<file path="config.mk">
export PLATFORM = sky130hd
export DESIGN_NAME = multi_chrono
export DESIGN_NICKNAME = d
export VERILOG_FILES = /design/src/rtl/multi_chrono.sv
export SDC_FILE = /design/constraint.sdc
export NUM_CORES = 1
export LEC_CHECK = 0
export ABC_AREA = 1
export CAP_MARGIN = 0
export CORE_UTILIZATION = 49
export CTS_CLUSTER_DIAMETER = 30
export DETAILED_ROUTE_END_ITERATION = 6
export PLACE_DENSITY = 0.84
export SLEW_MARGIN = 20
export SYNTH_ARGS = -nofsm -noshare
export SYNTH_HDL_FRONTEND = slang
export SYNTH_SLANG_ARGS = --single-unit
</file>
<file path="constraint.sdc">
create_clock -name clk -period 2.05 [get_ports clk]
set_input_delay 0.41 -clock clk [delete_from_list [all_inputs] [get_ports clk]]
set_output_delay 0.41 -clock clk [all_outputs]
set_load 0.02 [all_outputs]
</file>
<file path="src/rtl/multi_chrono.sv">
// NUM_CH independent H:M:S counters sharing one command port and a 1 Hz tick.
// Each channel counts up with wrap or down to zero; LAP snapshots the live value.

module multi_chrono_ch #(
    parameter int H_MAX = 23
) (
    input  logic        clk,
    input  logic        rst,
    input  logic        tick,
    input  logic        sel,
    input  logic [2:0]  op,
    input  logic [17:0] data,
    output logic [17:0] count,
    output logic [17:0] lap,
    output logic        running,
    output logic        done,
    output logic        wrap
);
    localparam logic [2:0] OP_START = 3'd1, OP_STOP = 3'd2, OP_CLEAR = 3'd3,
                           OP_LOAD  = 3'd4, OP_LAP  = 3'd5, OP_MODE  = 3'd6;

    typedef struct packed {
        logic [5:0] hr;
        logic [5:0] mn;
        logic [5:0] sec;
    } hms_t;

    hms_t cnt_q, lap_q, nxt_up, nxt_dn;
    logic run_q, down_q, done_q, wrap_q, up_wrap, hold, adv, at_zero;

    assign count   = cnt_q;
    assign lap     = lap_q;
    assign running = run_q;
    assign done    = done_q;
    assign wrap    = wrap_q;
    assign at_zero = (cnt_q == '0);

    // State-changing commands win over a same-cycle tick; LAP/NOP let it through.
    assign hold = sel && (op inside {OP_START, OP_STOP, OP_CLEAR, OP_LOAD, OP_MODE});
    assign adv  = tick && run_q && !hold;

    always_comb begin
        nxt_up  = cnt_q;
        up_wrap = 1'b0;
        if (cnt_q.sec != 6'd59) begin
            nxt_up.sec = cnt_q.sec + 6'd1;
        end else begin
            nxt_up.sec = '0;
            if (cnt_q.mn != 6'd59) begin
                nxt_up.mn = cnt_q.mn + 6'd1;
            end else begin
                nxt_up.mn = '0;
                if (cnt_q.hr == 6'(H_MAX)) begin
                    nxt_up.hr = '0;
                    up_wrap   = 1'b1;
                end else begin
                    nxt_up.hr = cnt_q.hr + 6'd1;
                end
            end
        end
    end

    // Only used when the value is nonzero, so hr is nonzero whenever both borrow.
    always_comb begin
        nxt_dn = cnt_q;
        if (cnt_q.sec != '0) begin
            nxt_dn.sec = cnt_q.sec - 6'd1;
        end else begin
            nxt_dn.sec = 6'd59;
            if (cnt_q.mn != '0) begin
                nxt_dn.mn = cnt_q.mn - 6'd1;
            end else begin
                nxt_dn.mn = 6'd59;
                nxt_dn.hr = cnt_q.hr - 6'd1;
            end
        end
    end

    always_ff @(posedge clk or negedge rst) begin
        if (!rst) begin
            cnt_q  <= '0;
            lap_q  <= '0;
            run_q  <= 1'b0;
            down_q <= 1'b0;
            done_q <= 1'b0;
            wrap_q <= 1'b0;
        end else begin
            done_q <= 1'b0;
            wrap_q <= 1'b0;
            if (adv) begin
                if (!down_q) begin
                    cnt_q  <= nxt_up;
                    wrap_q <= up_wrap;
                end else if (at_zero) begin
                    run_q <= 1'b0;
                end else begin
                    cnt_q <= nxt_dn;
                    if (nxt_dn == '0) begin
                        done_q <= 1'b1;
                        run_q  <= 1'b0;
                    end
                end
            end
            if (sel) begin
                case (op)
                    OP_START: run_q  <= 1'b1;
                    OP_STOP:  run_q  <= 1'b0;
                    OP_CLEAR: begin cnt_q <= '0; lap_q <= '0; end
                    OP_LOAD:  cnt_q  <= data;
                    OP_LAP:   lap_q  <= cnt_q;
                    OP_MODE:  down_q <= data[0];
                    default:  ;
                endcase
            end
        end
    end
endmodule

module multi_chrono #(
    parameter int NUM_CH = 2,
    parameter int H_MAX  = 23,
    localparam int CH_W  = (NUM_CH > 1) ? $clog2(NUM_CH) : 1
) (
    input  logic                 clk,
    input  logic                 rst,
    input  logic                 tick,
    input  logic                 cmd_valid,
    input  logic [CH_W-1:0]      cmd_ch,
    input  logic [2:0]           cmd_op,
    input  logic [17:0]          cmd_data,
    output logic                 cmd_ack,
    output logic                 cmd_err,
    output logic [NUM_CH*18-1:0] count,
    output logic [NUM_CH*18-1:0] lap,
    output logic [NUM_CH-1:0]    running,
    output logic [NUM_CH-1:0]    done,
    output logic [NUM_CH-1:0]    wrap
);
    logic              ld_bad, ch_bad, rej;
    logic [NUM_CH-1:0] sel;

    assign ld_bad = (cmd_data[5:0] > 6'd59) || (cmd_data[11:6] > 6'd59) ||
                    (cmd_data[17:12] > 6'(H_MAX));
    assign ch_bad = ({1'b0, cmd_ch} >= (CH_W+1)'(NUM_CH));
    assign rej    = (cmd_op == 3'd7) || ch_bad || ((cmd_op == 3'd4) && ld_bad);

    always_ff @(posedge clk or negedge rst) begin
        if (!rst) begin
            cmd_ack <= 1'b0;
            cmd_err <= 1'b0;
        end else begin
            cmd_ack <= cmd_valid;
            cmd_err <= cmd_valid && rej;
        end
    end

    for (genvar i = 0; i < NUM_CH; i++) begin : g_ch
        assign sel[i] = cmd_valid && !rej && (cmd_ch == CH_W'(i));

        multi_chrono_ch #(.H_MAX(H_MAX)) u_ch (
            .clk     (clk),
            .rst     (rst),
            .tick    (tick),
            .sel     (sel[i]),
            .op      (cmd_op),
            .data    (cmd_data),
            .count   (count[18*i +: 18]),
            .lap     (lap[18*i +: 18]),
            .running (running[i]),
            .done    (done[i]),
            .wrap    (wrap[i])
        );
    end
endmodule

</file>
==> Word level (Yosys, flattened, before mapping) <==
Index checks and enable logic that the tools add are counted.
{ "word_totals": {"regBits": 82, "inputBits": 26, "output_inout_bits": 80, "word_cells": 142} }
{ "op_classes": {"order_cmp": 3, "bitwise_logic": 1, "addsub": 12, "eq_ne": 13, "mux": 60, "reduce_logical": 31} }
{ "op_table": {"columns": ["op", "count"], "rows": [
  ["two-way mux 18 bit", 8],
  ["one-hot mux 18 bit (2 select lines)", 4],
  ["two-way mux 6 bit", 14],
  ["zero test 18 bit", 4],
  ["two-way mux 12 bit", 4],
  ["adder 6 x 1 -> 6 bit, second input constant", 6],
  ["subtractor 6 x 1 -> 6 bit, second input constant", 6],
  ["two-way mux 1 bit", 28],
  ["!= test 6 bit, second input constant", 4],
  ["nonzero test 6 bit", 4],
  ["== test 3 bit, second input constant", 4],
  ["== test 6 x 5 -> 1 bit, second input constant", 2],
  ["> comparator 6 bit, second input constant", 2],
  ["logical AND 1 bit", 11],
  ["AND reduction 2 bit", 4],
  ["== test 3 x 2 -> 1 bit, second input constant", 2],
  ["> comparator 6 x 5 -> 1 bit, second input constant", 1],
  ["nonzero test 5 bit", 1],
  ["one-hot mux 1 bit (2 select lines)", 2],
  ["== test 3 x 1 -> 1 bit, second input constant", 1],
  ["zero test 1 bit", 3],
  ["logical OR 1 bit", 3],
  ["nonzero test 2 bit", 1],
  ["NOT 1 bit", 1]
]} }

==> Logic depth before layout (Yosys ltp) <==
{ "logic_depth": {"depth_word": 14, "ltp_mapped": 16, "depth_no_buf": 16} }

==> By module <==
From an unflattened synthesis, not the netlist that was laid out.
{ "hier_totals": {"cells_unflattened": 925, "area_unflattened_um2": 6352.3} }
{ "by_module_without_submodules": {"columns": ["mod", "instances", "seq_area_each_um2", "area_each_um2", "cells_per_inst"], "rows": [
  ["multi_chrono_ch at g_ch[0].u_ch", 1, 1001.0, 3194.3, 472],
  ["multi_chrono_ch at g_ch[1].u_ch", 1, 1001.0, 3015.4, 431],
  ["multi_chrono", 1, 50.0, 142.6, 22]
]} }

==> Least setup slack after synthesis <==
OpenSTA, ideal clock, no wires.
{ "synth_timing": {"path_type": "register -> register", "from": "register g_ch[0].u_ch.cnt_q (netlist bit g_ch[0].u_ch.count[0])", "to": "register g_ch[0].u_ch.cnt_q (netlist bit g_ch[0].u_ch.count[11])", "stages_incl_launch_ff": 16, "t_required_ps": 1933, "setup_slack_ps": -38, "setup_ps": 117, "arrival_time_ps": 1970, "n_path_buf": 0, "synth_period_minus_slack_ps": 2088, "path_cell_list": "dfrtp_1 > inv_1 > ha_1 > inv_1 > nor2_1 > nand3_2 > nor2_1 > nand4_1 > nor2_1 > nand2_2 > nand2_1 > inv_1 > nand2_1 > o211ai_1 > nand3_1 > nand2_1"} }
{ "synth_via": {"elab_chain_len": 7, "elab_cells_between_ends": 10, "classes_between": "1 x eq/ne; 7 x mux; 2 x reduce/logical"} }
{ "synth_lines": {"columns": ["item", "line", "rtl"], "rows": [
  ["start, declared", "28", "hms_t cnt_q, lap_q, nxt_up, nxt_dn;"],
  ["start signal, assigned", "92", "cnt_q <= nxt_up;"],
  ["start signal, assigned", "97", "cnt_q <= nxt_dn;"],
  ["start signal, assigned", "109", "OP_LOAD: cnt_q <= data;"],
  ["nonzero test 6 bit", "66", "if (cnt_q.sec != '0) begin"],
  ["two-way mux 12 bit", "66", null],
  ["two-way mux 18 bit", "94", "end else if (at_zero) begin"],
  ["two-way mux 18 bit (*)", "91", "if (!down_q) begin"],
  ["two-way mux 18 bit (*)", "90", "if (adv) begin"],
  ["one-hot mux 18 bit (2 select lines)", "105", "case (op)"],
  ["two-way mux 18 bit (*)", "104", "if (sel) begin"]
]} }
Mark *: on every way between the ends. The rest lies on a longest branch, timed or not.
A chain may end at the register's enable or synchronous reset.

==> Worst setup path in the final report <==
{ "layout_timing": {"from": "register g_ch[0].u_ch.cnt_q (netlist bit g_ch[0].u_ch.count[1])", "to": "register g_ch[0].u_ch.run_q"} }
{ "layout_via": {"elab_chain_len": 9, "elab_cells_between_ends": 12, "classes_between": "1 x add/sub; 8 x mux; 3 x reduce/logical"} }
{ "layout_lines": {"columns": ["item", "line", "rtl"], "rows": [
  ["subtractor 6 x 1 -> 6 bit / nonzero test 6 bit (equally long branches)", "67, 66", null],
  ["two-way mux 6 bit / two-way mux 12 bit (equally long branches)", "66", null],
  ["zero test 18 bit", "98", "if (nxt_dn == '0) begin"],
  ["two-way mux 1 bit", "98", null],
  ["two-way mux 1 bit (*)", "94", null],
  ["two-way mux 1 bit (*)", "91", null],
  ["two-way mux 1 bit (*)", "90", null],
  ["one-hot mux 1 bit (2 select lines)", "105", null],
  ["two-way mux 1 bit (*)", "104", null],
  ["end signal, assigned", "95", "run_q <= 1'b0;"],
  ["end signal, assigned", "106", "OP_START: run_q <= 1'b1;"],
  ["end signal, assigned", "107", "OP_STOP: run_q <= 1'b0;"],
  ["end, declared", "29", "logic run_q, down_q, done_q, wrap_q, up_wrap, hold, adv, at_zero;"]
]} }
Marked as above.

==> results.yml <==
setup_path:
  critPathKind: "flip-flop to flip-flop"
  worstPathMaxFanout: 5
  r2r_slack_ps: -80
  critPathSlowestCell: "dfrtp_1"
  cp_slowest_stage_delay_ps: 430
  timing.rr.end: "g_ch[0].u_ch.running"
  rr_worst_depth: 14
  cp_common_cell: "nand2_1"
  crit_required_ps: 2300
  crit_chain: "inv_2 -> buf_4 -> ha_2 -> o21bai_1 -> nand2_1 -> nand4_1 -> nor2_2 -> nand2_1 -> nor2_1 -> nand4_1 -> nand2_1 -> nand2_1 -> nand2_1 -> nand2_1"
  path_delay_family: "simple AND/OR/NAND/NOR gates"
  end_kind: "flip-flop"
  worstReg2RegStart: "g_ch[0].u_ch.count[1]"
  path_buf_inv: 2
  cp.depth: 14
  crit_arrival_ps: 2380
  startpoint_type: "flip-flop"
grt:
  use_met2_pct: 58.0
  antenna_found_initial: 1
  grt_pass1_wl_mm: 37.2
  overflow: 0
  grt_pass1_vias: 7176
  grtUsageTotal_pct: 36.4
  grt_max_degree: 41
  grtUsageMet1_pct: 46.1
  grt_busiest_layer: "met2"
  met3_usage_pct: 8.61
pwr:
  power_density_nw_per_um2: 1350
  p_leak_nw: 4.56
  ir_worst_vdd_uv: 1110
  clockPowerShare_pct: 13.2
  p_int_mw: 6.63
  power_mw: 12.8
  seqPwrFrac_pct: 21.3
  netSwitchingFraction_pct: 48.1
  power.switching_mw: 6.13
  p_comb_share_pct: 65.5
layout:
  diodes: 0
  drive_gt1_share_pct: 25.4
  seqCellArea_um2: 2060
  synthToLayoutAreaGrowth_pct: 47.2
  final_common_cell: "nand2_1"
  stdcell_area_um2: 9420
  mostFrequentLayoutCells: "nand2_1, buf_4, nand3_1, clkdlybuf4s50_1, o21ai_0"
  fin_nets: 1236
  fill_cells: 948
  multiInputGateArea_um2: 4020
outcome:
  status: "complete, but fails checks"
  failed_checks: "setup timing"
synthesis:
  synthCells: 960
  ys_ff_latch: 82
  ys.flop_type: "dfrtp_1"
  synth_seq_area_share_pct: 32.1
  synth_edf_count: 0
  syn_area_per_cell_um2: 6.66
  netlist_area_um2: 6400
  ys_warn_count: 0
  synth_cell_types: 42
  synthesis.nets: 1004
  async_reset_ff_share_pct: 100
floorplanning:
  die_area_um2: 13500
  io_pins: 106
  dieWidth_um: 116
  coreArea_um2: 12700
  rows: 41
  initial_core_util_pct: 50.5
  dieHeight_um: 116
placement:
  place_area_um2: 8610
  io_buffers: 105
  dp_hpwl_mm: 18.1
  place_congestion: 1.04
timing:
  finalSetupViolCount: 5
  layout_min_cycle_time_ps: 2130
  rsz0062_at_grt: "yes"
  setup_slack_ps: -77.9
  worst_slew_pin_slew_ps: 433
  fin_skew_ps: 5.82
  relSlewSlack_pct: 71.1
  hold_violations: 0
  slew_viol_final: 0
  post-route-period-util_pct: 104
  whs_ps: 444
  max_freq_mhz: 470
flow_run:
  drv_cap: 0
drt:
  route.detailed.drc: 0
  detail-route-antenna-nets: 0
  dr.pass1.iters: 5
  wl_per_cell_um: 18.0
  via_per_inst: 5.74
  drtIter0Drc: 911
  drt-total-wl_mm: 24.7
  vias: 7864
clocking:
  clock_path_buffers: 2
  cts_buffers: 9
  root_buffer: "clkbuf_16"
  cts_sinks: 82
  path_clk_slew_ps: 70
  clk_latency_ps: 360
  cts_htree_levels: 3
  cts_tree: "done"
worst_hold_path:
  hold_class: "input pin to async pin"
==> sequential cells by signal, indices dropped and copies added, names as in the netlist <==
| signal | count |
|---|---|
| g_ch.u_ch.count | 36 |
| g_ch.u_ch.down_q | 2 |
| g_ch.u_ch.running | 2 |
| g_ch.u_ch.wrap | 2 |
| cmd_ack | 1 |
| cmd_err | 1 |
| g_ch.u_ch.done | 2 |
| g_ch.u_ch.lap | 36 |
==> cells by family (layout without fill, tap and decap cells) <==
| logic type | Yosys count | after routing | synth area share [%] |
|---|---|---|---|
| and+or+nand+nor | 539 | 539 | 38.4 |
| buffers and inverters | 143 | 380 | 9.58 |
| xor gates and xnor gates | 20 | 20 | 2.74 |
| AOI/OAI and AO/OA | 157 | 157 | 13.5 |
| muxes | 1 | 1 | 0.156 |
| DFF | 82 | 82 | 32.1 |
| adders and majority gates | 18 | 18 | 3.52 |
==> worst register-to-register path, stage by stage (launching register included) <==
cell      delay [ps]
dfrtp_1          430
inv_2             90
buf_4            160
ha_2             190
o21bai_1         170
nand2_1          100
nand4_1          140
nor2_2           130
nand2_1           60
nor2_1           130
nand4_1          160
nand2_1          100
nand2_1           50
nand2_1           60
nand2_1           40
==> Yosys cell counts, types with 3 or more instances <==
library cell	number	area share (%)
nand3_1	117	9.2
nor2_1	84	4.9
xnor2_1	4	0.55
a21boi_0	3	0.35
o21ai_0	83	6.5
o22ai_1	5	0.49
ha_1	18	3.5
nor2_2	15	1.5
a21oi_1	23	1.8
nand3_2	8	1.3
xor2_1	16	2.2
clkinv_1	4	0.23
buf_4	10	1.2
nand2_1	262	15
o211ai_1	18	2.1
dfrtp_1	82	32
clkbuf_1	19	1.1
buf_2	19	1.5
inv_2	8	0.47
nor3_1	15	1.2
nor2_4	9	1.6
nand2_2	6	0.59
nand4_1	12	1.2
inv_1	80	4.7
o21ai_1	21	1.6
==> metal layers <==
metal | wire length [um] | up-vias
met1 | 9190 | 3624
met2 | 11300 | 516
met3 | 2660 | 119
li1 | - | 3603
met4 | 1460 | 2
met5 | 13 | -
==> metrics by stage <==
| step | util (%) | setup TNS (ps) | setup slack, ps | cells |
|---|---|---|---|---|
| finish | 74.3 | -234 | -77.9 | 1369 |
| global route | 74.3 | -1860 | -201 | 1369 |
| CTS | 71.2 | -3.81 | -3.81 | 1354 |
| detailed placement | 67.9 | -27890 | -466 | 1332 |
| global placement | 67.9 | -18560 | -308 | 1332 |
| floorplan | - | 0 | 14.1 | 960 |
==> power by group through the flow <==
| stage | clock (mW) | sequential, mW | combinational (mW) |
|---|---|---|---|
| after global routing | 1.76 | 2.74 | 8.91 |
| after detailed placement | 0 | 2.64 | 7.34 |
| after floorplan | 0 | 3.08 | 3.47 |
| after CTS | 1.68 | 2.64 | 7.52 |
| final | 1.68 | 2.72 | 8.35 |
| after global placement | 0 | 2.65 | 7.26 |
==> how the worst max path moves through the flow <==
stage                                     start                      to  slack [ps]
after floorplan           g_ch[0].u_ch.count[0]  g_ch[0].u_ch.count[11]          10
after global placement             cmd_data[15]  g_ch[1].u_ch.count[11]        -310
after detailed placement           cmd_data[15]   g_ch[1].u_ch.count[9]        -470
final                     g_ch[0].u_ch.count[1]    g_ch[0].u_ch.running         -80
after CTS                 g_ch[0].u_ch.count[0]       g_ch[0].u_ch.done          -4
after global routing      g_ch[0].u_ch.count[1]    g_ch[0].u_ch.running        -200
==> what timing repair did <==
action                     in CTS  in global routing
pin swaps                       7                 38
resized for setup              26                 81
buffers inserted                5                 15
hold buffers                    1                  0
setup endpoints to repair      37                 34
hold endpoints to repair       13                  0
==> layout make-up <==
| class | count | area share [%] |
|---|---|---|
| Tap cell | 172 | 2.28 |
| Sequential cell | 82 | 21.9 |
| Multi-Input combinational cell | 735 | 42.7 |
| Clock buffer | 10 | 2.43 |
| Inverter | 92 | 3.83 |
| Clock inverter | 6 | 0.784 |
| Timing Repair Buffer | 272 | 26.1 |
Note: power is estimated with default switching activity, not from simulation.
